==> config.mk <==
export PLATFORM = sky130hd
export DESIGN_NAME = arb_mux_reg_flat
export DESIGN_NICKNAME = d
export VERILOG_FILES = /design/src/rtl/arb_mux_reg_if.sv /design/src/rtl/arb_mux_reg.sv /design/src/flat_wrapper.sv
export SDC_FILE = /design/constraint.sdc
export NUM_CORES = 1
export LEC_CHECK = 0
export ABC_AREA = 1
export CELL_PAD_IN_SITES_DETAIL_PLACEMENT = 1
export CELL_PAD_IN_SITES_GLOBAL_PLACEMENT = 1
export CORE_ASPECT_RATIO = 1.1
export CORE_MARGIN = 5
export CORE_UTILIZATION = 24
export CTS_CLUSTER_SIZE = 28
export DETAILED_ROUTE_END_ITERATION = 6
export PLACE_DENSITY = 0.88
export SETUP_SLACK_MARGIN = 0.2
export SYNTH_ARGS = -nofsm -noshare
export SYNTH_HDL_FRONTEND = slang
export SYNTH_SLANG_ARGS = --single-unit
==> constraint.sdc <==
create_clock -name clk -period 3.9 [get_ports clk]
set_input_delay 0.78 -clock clk [delete_from_list [all_inputs] [get_ports clk]]
set_output_delay 0.78 -clock clk [all_outputs]
set_load 0.01 [all_outputs]
==> src/rtl/arb_mux_reg_if.sv <==
// -----------------------------------------------------------------------------
// arb_mux_reg_if
//   Handshake bundle between N producers, the arbitrating selector and one
//   consumer.
//
//   Parameters
//     WIDTH      data width per channel
//     N          number of input channels
//   Signals
//     in_valid   [N]          per-channel valid from the producers
//     in_data    [N*WIDTH]    channel i occupies bits [i*WIDTH +: WIDTH]
//     in_ready   [N]          per-channel ready back to the producers
//     out_valid  [1]          registered output valid
//     out_data   [WIDTH]      registered selected data
//     out_sel    [SW]         registered index of the supplying channel
//     out_ready  [1]          consumer ready
//   Modports
//     slave      the selector's view
//     master     the producers'/consumer's (environment) view
// -----------------------------------------------------------------------------
interface arb_mux_reg_if #(
   parameter int WIDTH = 32,
   parameter int N     = 8
);
   localparam int SW = $clog2(N);

   logic [N-1:0]       in_valid;
   logic [N*WIDTH-1:0] in_data;
   logic [N-1:0]       in_ready;
   logic               out_valid;
   logic [WIDTH-1:0]   out_data;
   logic [SW-1:0]      out_sel;
   logic               out_ready;

   modport slave (
      input  in_valid, in_data, out_ready,
      output in_ready, out_valid, out_data, out_sel
   );

   modport master (
      output in_valid, in_data, out_ready,
      input  in_ready, out_valid, out_data, out_sel
   );
endinterface

==> src/rtl/arb_mux_reg.sv <==
// -----------------------------------------------------------------------------
// arb_mux_reg
//   N-channel, WIDTH-bit arbitrating selector with a registered output stage.
//   Every cycle one valid channel is chosen (fixed priority or round-robin);
//   when the output register can load, the chosen channel is handshaked and
//   its word is registered together with its channel index.
//
//   Parameters
//     WIDTH   data width per channel (>= 1)
//     N       number of input channels (>= 2, any value)
//     MODE    0 = fixed priority (lowest index wins), 1 = round-robin
//   Ports
//     clk     clock, all state updates on the rising edge
//     reset   synchronous, active-high reset
//     bus     arb_mux_reg_if.slave: in_valid/in_data/in_ready per channel,
//             out_valid/out_data/out_sel/out_ready towards the consumer
// -----------------------------------------------------------------------------
module arb_mux_reg #(
   parameter  int WIDTH = 32,
   parameter  int N     = 8,
   parameter  int MODE  = 1,
   localparam int SW    = $clog2(N)
) (
   input  logic         clk,
   input  logic         reset,
   arb_mux_reg_if.slave bus
);

   logic          load;        // output register may take a new word
   logic          any_valid;
   logic          accept;
   logic [SW-1:0] grant;
   logic [SW-1:0] ptr;         // round-robin search start

   assign load      = ~bus.out_valid | bus.out_ready;
   assign any_valid = |bus.in_valid;
   assign accept    = |(bus.in_valid & bus.in_ready);

   always_comb begin : arbitrate
      int  idx;
      logic found;
      // NOTE: every variable written here gets a default first, so no path
      // leaves it unassigned and no latch is inferred.
      grant = '0;
      idx   = 0;
      found = 1'b0;
      if (MODE == 0) begin
         // Scan downwards so the lowest valid index is the last to win.
         for (int i = N - 1; i >= 0; i--) begin
            if (bus.in_valid[i]) grant = SW'(i);
         end
      end else begin
         // Search ptr, ptr+1, ... wrapping at N (N need not be a power of 2).
         for (int k = 0; k < N; k++) begin
            idx = int'(ptr) + k;
            if (idx >= N) idx = idx - N;
            if (!found && bus.in_valid[idx]) begin
               grant = SW'(idx);
               found = 1'b1;
            end
         end
      end
   end

   // Ready goes only to the granted channel; it depends on valid and
   // out_ready but never on any ready bit.
   always_comb begin : ready_gen
      bus.in_ready = '0;
      if (!reset && load && any_valid) bus.in_ready[grant] = 1'b1;
   end

   // NOTE: state registers use non-blocking assignments so every flop samples
   // the pre-edge values regardless of statement order.
   always_ff @(posedge clk) begin
      if (reset) begin
         bus.out_valid <= 1'b0;
         bus.out_data  <= '0;
         bus.out_sel   <= '0;
         ptr           <= '0;
      end else if (load) begin
         if (accept) begin
            bus.out_valid <= 1'b1;
            bus.out_data  <= bus.in_data[int'(grant)*WIDTH +: WIDTH];
            bus.out_sel   <= grant;
            if (MODE == 1) ptr <= (grant == SW'(N - 1)) ? '0 : grant + SW'(1);
         end else begin
            // Drained with nothing to replace it: bubble, data/sel hold.
            bus.out_valid <= 1'b0;
         end
      end
   end

endmodule

==> src/flat_wrapper.sv <==
// flat-port wrapper written by rule: the top's interface ports become plain ports
module arb_mux_reg_flat 
#(
   parameter  int WIDTH = 32,
   parameter  int N     = 8,
   parameter  int MODE  = 1,
   localparam int SW    = $clog2(N)
)
  (clk, reset, bus_in_valid, bus_in_data, bus_out_ready, bus_in_ready, bus_out_valid, bus_out_data, bus_out_sel);
  arb_mux_reg_if #(.WIDTH(WIDTH), .N(N)) bus_i ();
  input  logic clk;
  input  logic reset;
  input wire logic [$bits(bus_i.in_valid)-1:0] bus_in_valid;
  input wire logic [$bits(bus_i.in_data)-1:0] bus_in_data;
  input wire logic [$bits(bus_i.out_ready)-1:0] bus_out_ready;
  output wire logic [$bits(bus_i.in_ready)-1:0] bus_in_ready;
  output wire logic [$bits(bus_i.out_valid)-1:0] bus_out_valid;
  output wire logic [$bits(bus_i.out_data)-1:0] bus_out_data;
  output wire logic [$bits(bus_i.out_sel)-1:0] bus_out_sel;
  assign bus_i.in_valid = bus_in_valid;
  assign bus_i.in_data = bus_in_data;
  assign bus_i.out_ready = bus_out_ready;
  assign bus_in_ready = bus_i.in_ready;
  assign bus_out_valid = bus_i.out_valid;
  assign bus_out_data = bus_i.out_data;
  assign bus_out_sel = bus_i.out_sel;
  arb_mux_reg #(.WIDTH(WIDTH), .N(N), .MODE(MODE)) u_core (.clk(clk), .reset(reset), .bus(bus_i));
endmodule
==> results.sh <==
export IMPL_fp_dieH_um=169
export IMPL_initial_utilization_pct=24.3
export IMPL_cpLargestDelayFamily="simple AND/OR/NAND/NOR gates"
export IMPL_vias=7864
export IMPL_antennaDiodeCount=0
export IMPL_wl_per_cell_um=17.1
export IMPL_cap_violations=0
export IMPL_postRouteAntennaNets=0
export IMPL_io_pins=311
export IMPL_synth_seq_cells=39
export IMPL_yosysSeqAreaShare_pct=14.1
export IMPL_crit_top_cell="nor2_4"
export IMPL_ys_flop_type="dfxtp_1"
export IMPL_die_area_sq_um=26200
export IMPL_layout_drive_gt1_share_pct=9.93
export IMPL_clk_latency_ns=0.28
export IMPL_critPathArrivalTime_ns=2.83
export IMPL_cts_buffers=5
export IMPL_die_x_um=155
export IMPL_port_buffers=310
export IMPL_rsz0062_at_grt="yes"
export IMPL_grt_max_degree=70
export IMPL_cts_sinks=39
export IMPL_grt_pass1_wl_um=43000
export IMPL_yosys_area_top_type_share_pct=31.7
export IMPL_synth_area_top_cells="nand2_1 (32%), nand3_1 (17%), dfxtp_1 (14%), nand3b_1 (8.7%), inv_1 (7.9%)"
export IMPL_num_nets_final=1648
export IMPL_hold_buffers=0
export IMPL_ys_warn_count=0
export IMPL_core_sq_um=22800
export IMPL_fillCellCount=3078
export IMPL_synth_edf_count=0
export IMPL_critPathKind="in -> out"
export IMPL_viasPerCell=4.68
export IMPL_yosysUniqueCellTypes=33
export IMPL_synth_area_sq_um=5530
export IMPL_dpl_hpwl_um=22400
export IMPL_firstDrtPassIters=4
export IMPL_tightest_slew_ns=0.745
export IMPL_slowest_delay_ns=0.28
export IMPL_drv_slew=0
export IMPL_final_min_period_over_clock_period_pct=92.5
export IMPL_async_flop_share_pct=0
export IMPL_skew_ns=0.00619
export IMPL_setup_viol=0
export IMPL_cp_num_buf_inv=4
export IMPL_grt_util_all_layers_pct=20.5
export IMPL_synthCells=1091
export IMPL_clock_fmax_mhz=277
export IMPL_synth_nets=1360
export IMPL_start_kind="primary input"
export IMPL_globalplace_congestion=0.876
export IMPL_crit_chain="dlygate4sd2_1 -> nand2_2 -> nand3_2 -> nand3_1 -> nand2_1 -> nor2_4 -> nand4_4 -> nor2_4 -> nand3_4 -> nor2_4 -> nor2_4 -> inv_2 -> nand2_1 -> buf_4 -> nor2_1 -> clkbuf_2"
export IMPL_hp_class="reg -> reg"
export IMPL_numPlacedInstances=1668
export IMPL_clockRootBuffer="clkbuf_16"
export IMPL_final_common_cell="nand2_1"
export IMPL_grt_antenna_before_repair=0
export IMPL_postRouteWirelength_um=28800
export IMPL_final_cells=1680
export IMPL_critPathCaptureType="output port"
export IMPL_clock_path_buffers=2
export IMPL_slew_headroom_pct=50.3
export IMPL_path_max_fanout=5
export IMPL_outcome="completed"
export IMPL_cts_clk_slew_worst_paths_ns=0.06
export IMPL_std_cell_rows=58
export IMPL_slowest_stage="dlygate4sd2_1"
export IMPL_hold_path_cell_count=2
export IMPL_h_tree_depth=2
export IMPL_critical_path_depth=16
export IMPL_cts_tree="yes"
export IMPL_syn_avg_cell_area_sq_um=5.07
export IMPL_yosys_area_top_type="nand2_1"
export IMPL_drtIter0Drc=341
export IMPL_r2r_cells=22
export IMPL_drc=0
export IMPL_required_ns=3.12
export IMPL_grt_pass1_vias=8008
export IMPL_fin_crit_ns=3.61
export IMPL_grt_overflow_total=0
export IMPL_syn2layout_area_growth_pct=69.2
export IMPL_final_cell_mix="nand2_1 (448), clkdlybuf4s50_1 (293), nand3_1 (178)"
export IMPL_hold_violations=0
[flip-flops by register name (all words and copies together) (netlist names)]
| register | count |
|---|---|
| u_core.bus.out_data | 32 |
| u_core.bus.out_sel | 3 |
| u_core.bus.out_valid | 1 |
| u_core.ptr | 3 |
[final timing paths]
kind	from	slack, ns	end
max	bus_in_valid[4]	0.29	bus_in_ready[3]
min	u_core.bus.out_sel[0]	0.48	u_core.bus.out_sel[0]
max reg2reg	u_core.ptr[0]	0.45	u_core.bus.out_data[29]
min reg2reg	u_core.bus.out_sel[0]	0.48	u_core.bus.out_sel[0]
[layout make-up]
type / count / area, sq um / area share, %
clock buffers: 6 / 139 / 1.48
clock inverters: 2 / 35.0 / 0.375
inverters: 124 / 469 / 5.02
multi-input cells: 850 / 4100 / 43.8
flip-flops and latches: 39 / 782 / 8.36
well taps: 300 / 375 / 4.01
repair buffers: 359 / 3460 / 37.0
[through the flow]
stage          worst slack (ns)  setup TNS [ns]  hold WS (ns)  instance area [sq um]  util [%]
6_report                  0.293               0         0.482                   9350      41.0
5_1_grt                   0.148               0         0.509                   9350      41.0
4_1_cts                   0.205               0         0.483                   9190      40.3
3_5_place_dp             -0.358           -7.49         0.473                   8940      39.2
3_3_place_gp             -0.285           -5.03         0.463                   8940      39.2
2_1_floorplan             0.382               0         0.490                   5530         -
[kinds of logic (layout without fill, tap and decap cells)]
family | Yosys count | in the layout | share of synthesized area [%]
buffers and inverters | 202 | 491 | 16.5
AND/OR/NAND/NOR | 829 | 829 | 66.4
AO/OA/AOI/OAI | 14 | 14 | 1.52
flip-flops | 39 | 39 | 14.1
XOR/XNOR | 5 | 5 | 0.928
adder cells (fa/ha/maj) | 2 | 2 | 0.453
[synth_stat cells, types with 2 or more instances]
| master | number |
|---|---|
| nor2_2 | 2 |
| inv_2 | 6 |
| nand3_1 | 188 |
| nand4_1 | 3 |
| nand3b_1 | 64 |
| o211ai_1 | 3 |
| ha_1 | 2 |
| buf_6 | 9 |
| xor2_1 | 2 |
| nor4_1 | 2 |
| nand2_2 | 5 |
| nand2_1 | 467 |
| nand3_2 | 4 |
| buf_1 | 7 |
| dfxtp_1 | 39 |
| buf_2 | 38 |
| nor2_1 | 85 |
| inv_1 | 117 |
| a21oi_1 | 4 |
| clkbuf_1 | 13 |
| nor3_1 | 6 |
| xnor2_1 | 2 |
| buf_4 | 11 |
| o21ai_0 | 3 |
[timing repair]
item / 4_1_cts / 5_1_grt
gates resized for setup: 55 / 56
pin swaps: 11 / 15
setup buffers: 1 / 3
endpoints found under the setup margin: 34 / 34
[routing by layer]
metal	global-route usage, %	wire length, um	vias to the layer above
met5	0	0	-
met4	3.46	463	0
met3	4.39	1650	26
met2	40.8	15700	205
met1	22.2	11000	3682
li1	-	-	3951
[worst register-to-register path, cell delays in order, from the launching register on]
cell	delay (ns)
dfxtp_1	0.37
inv_2	0.07
ha_4	0.28
inv_4	0.10
nand3_2	0.11
nand3_1	0.09
nand2_1	0.08
nor2_4	0.18
nand4_4	0.12
nor2_4	0.17
nand3_4	0.14
nand2_4	0.12
nand2_4	0.06
nand2_4	0.10
clkbuf_8	0.40
buf_12	0.35
nand2_1	0.20
nand3_1	0.13
nand2_1	0.07
nand2_1	0.05
nand3_1	0.06
nand2_1	0.08
inv_1	0.03
Power is left out: the tool's default activity adds up to more than one toggle a clock period on the data nets, which glitch-free logic cannot reach.
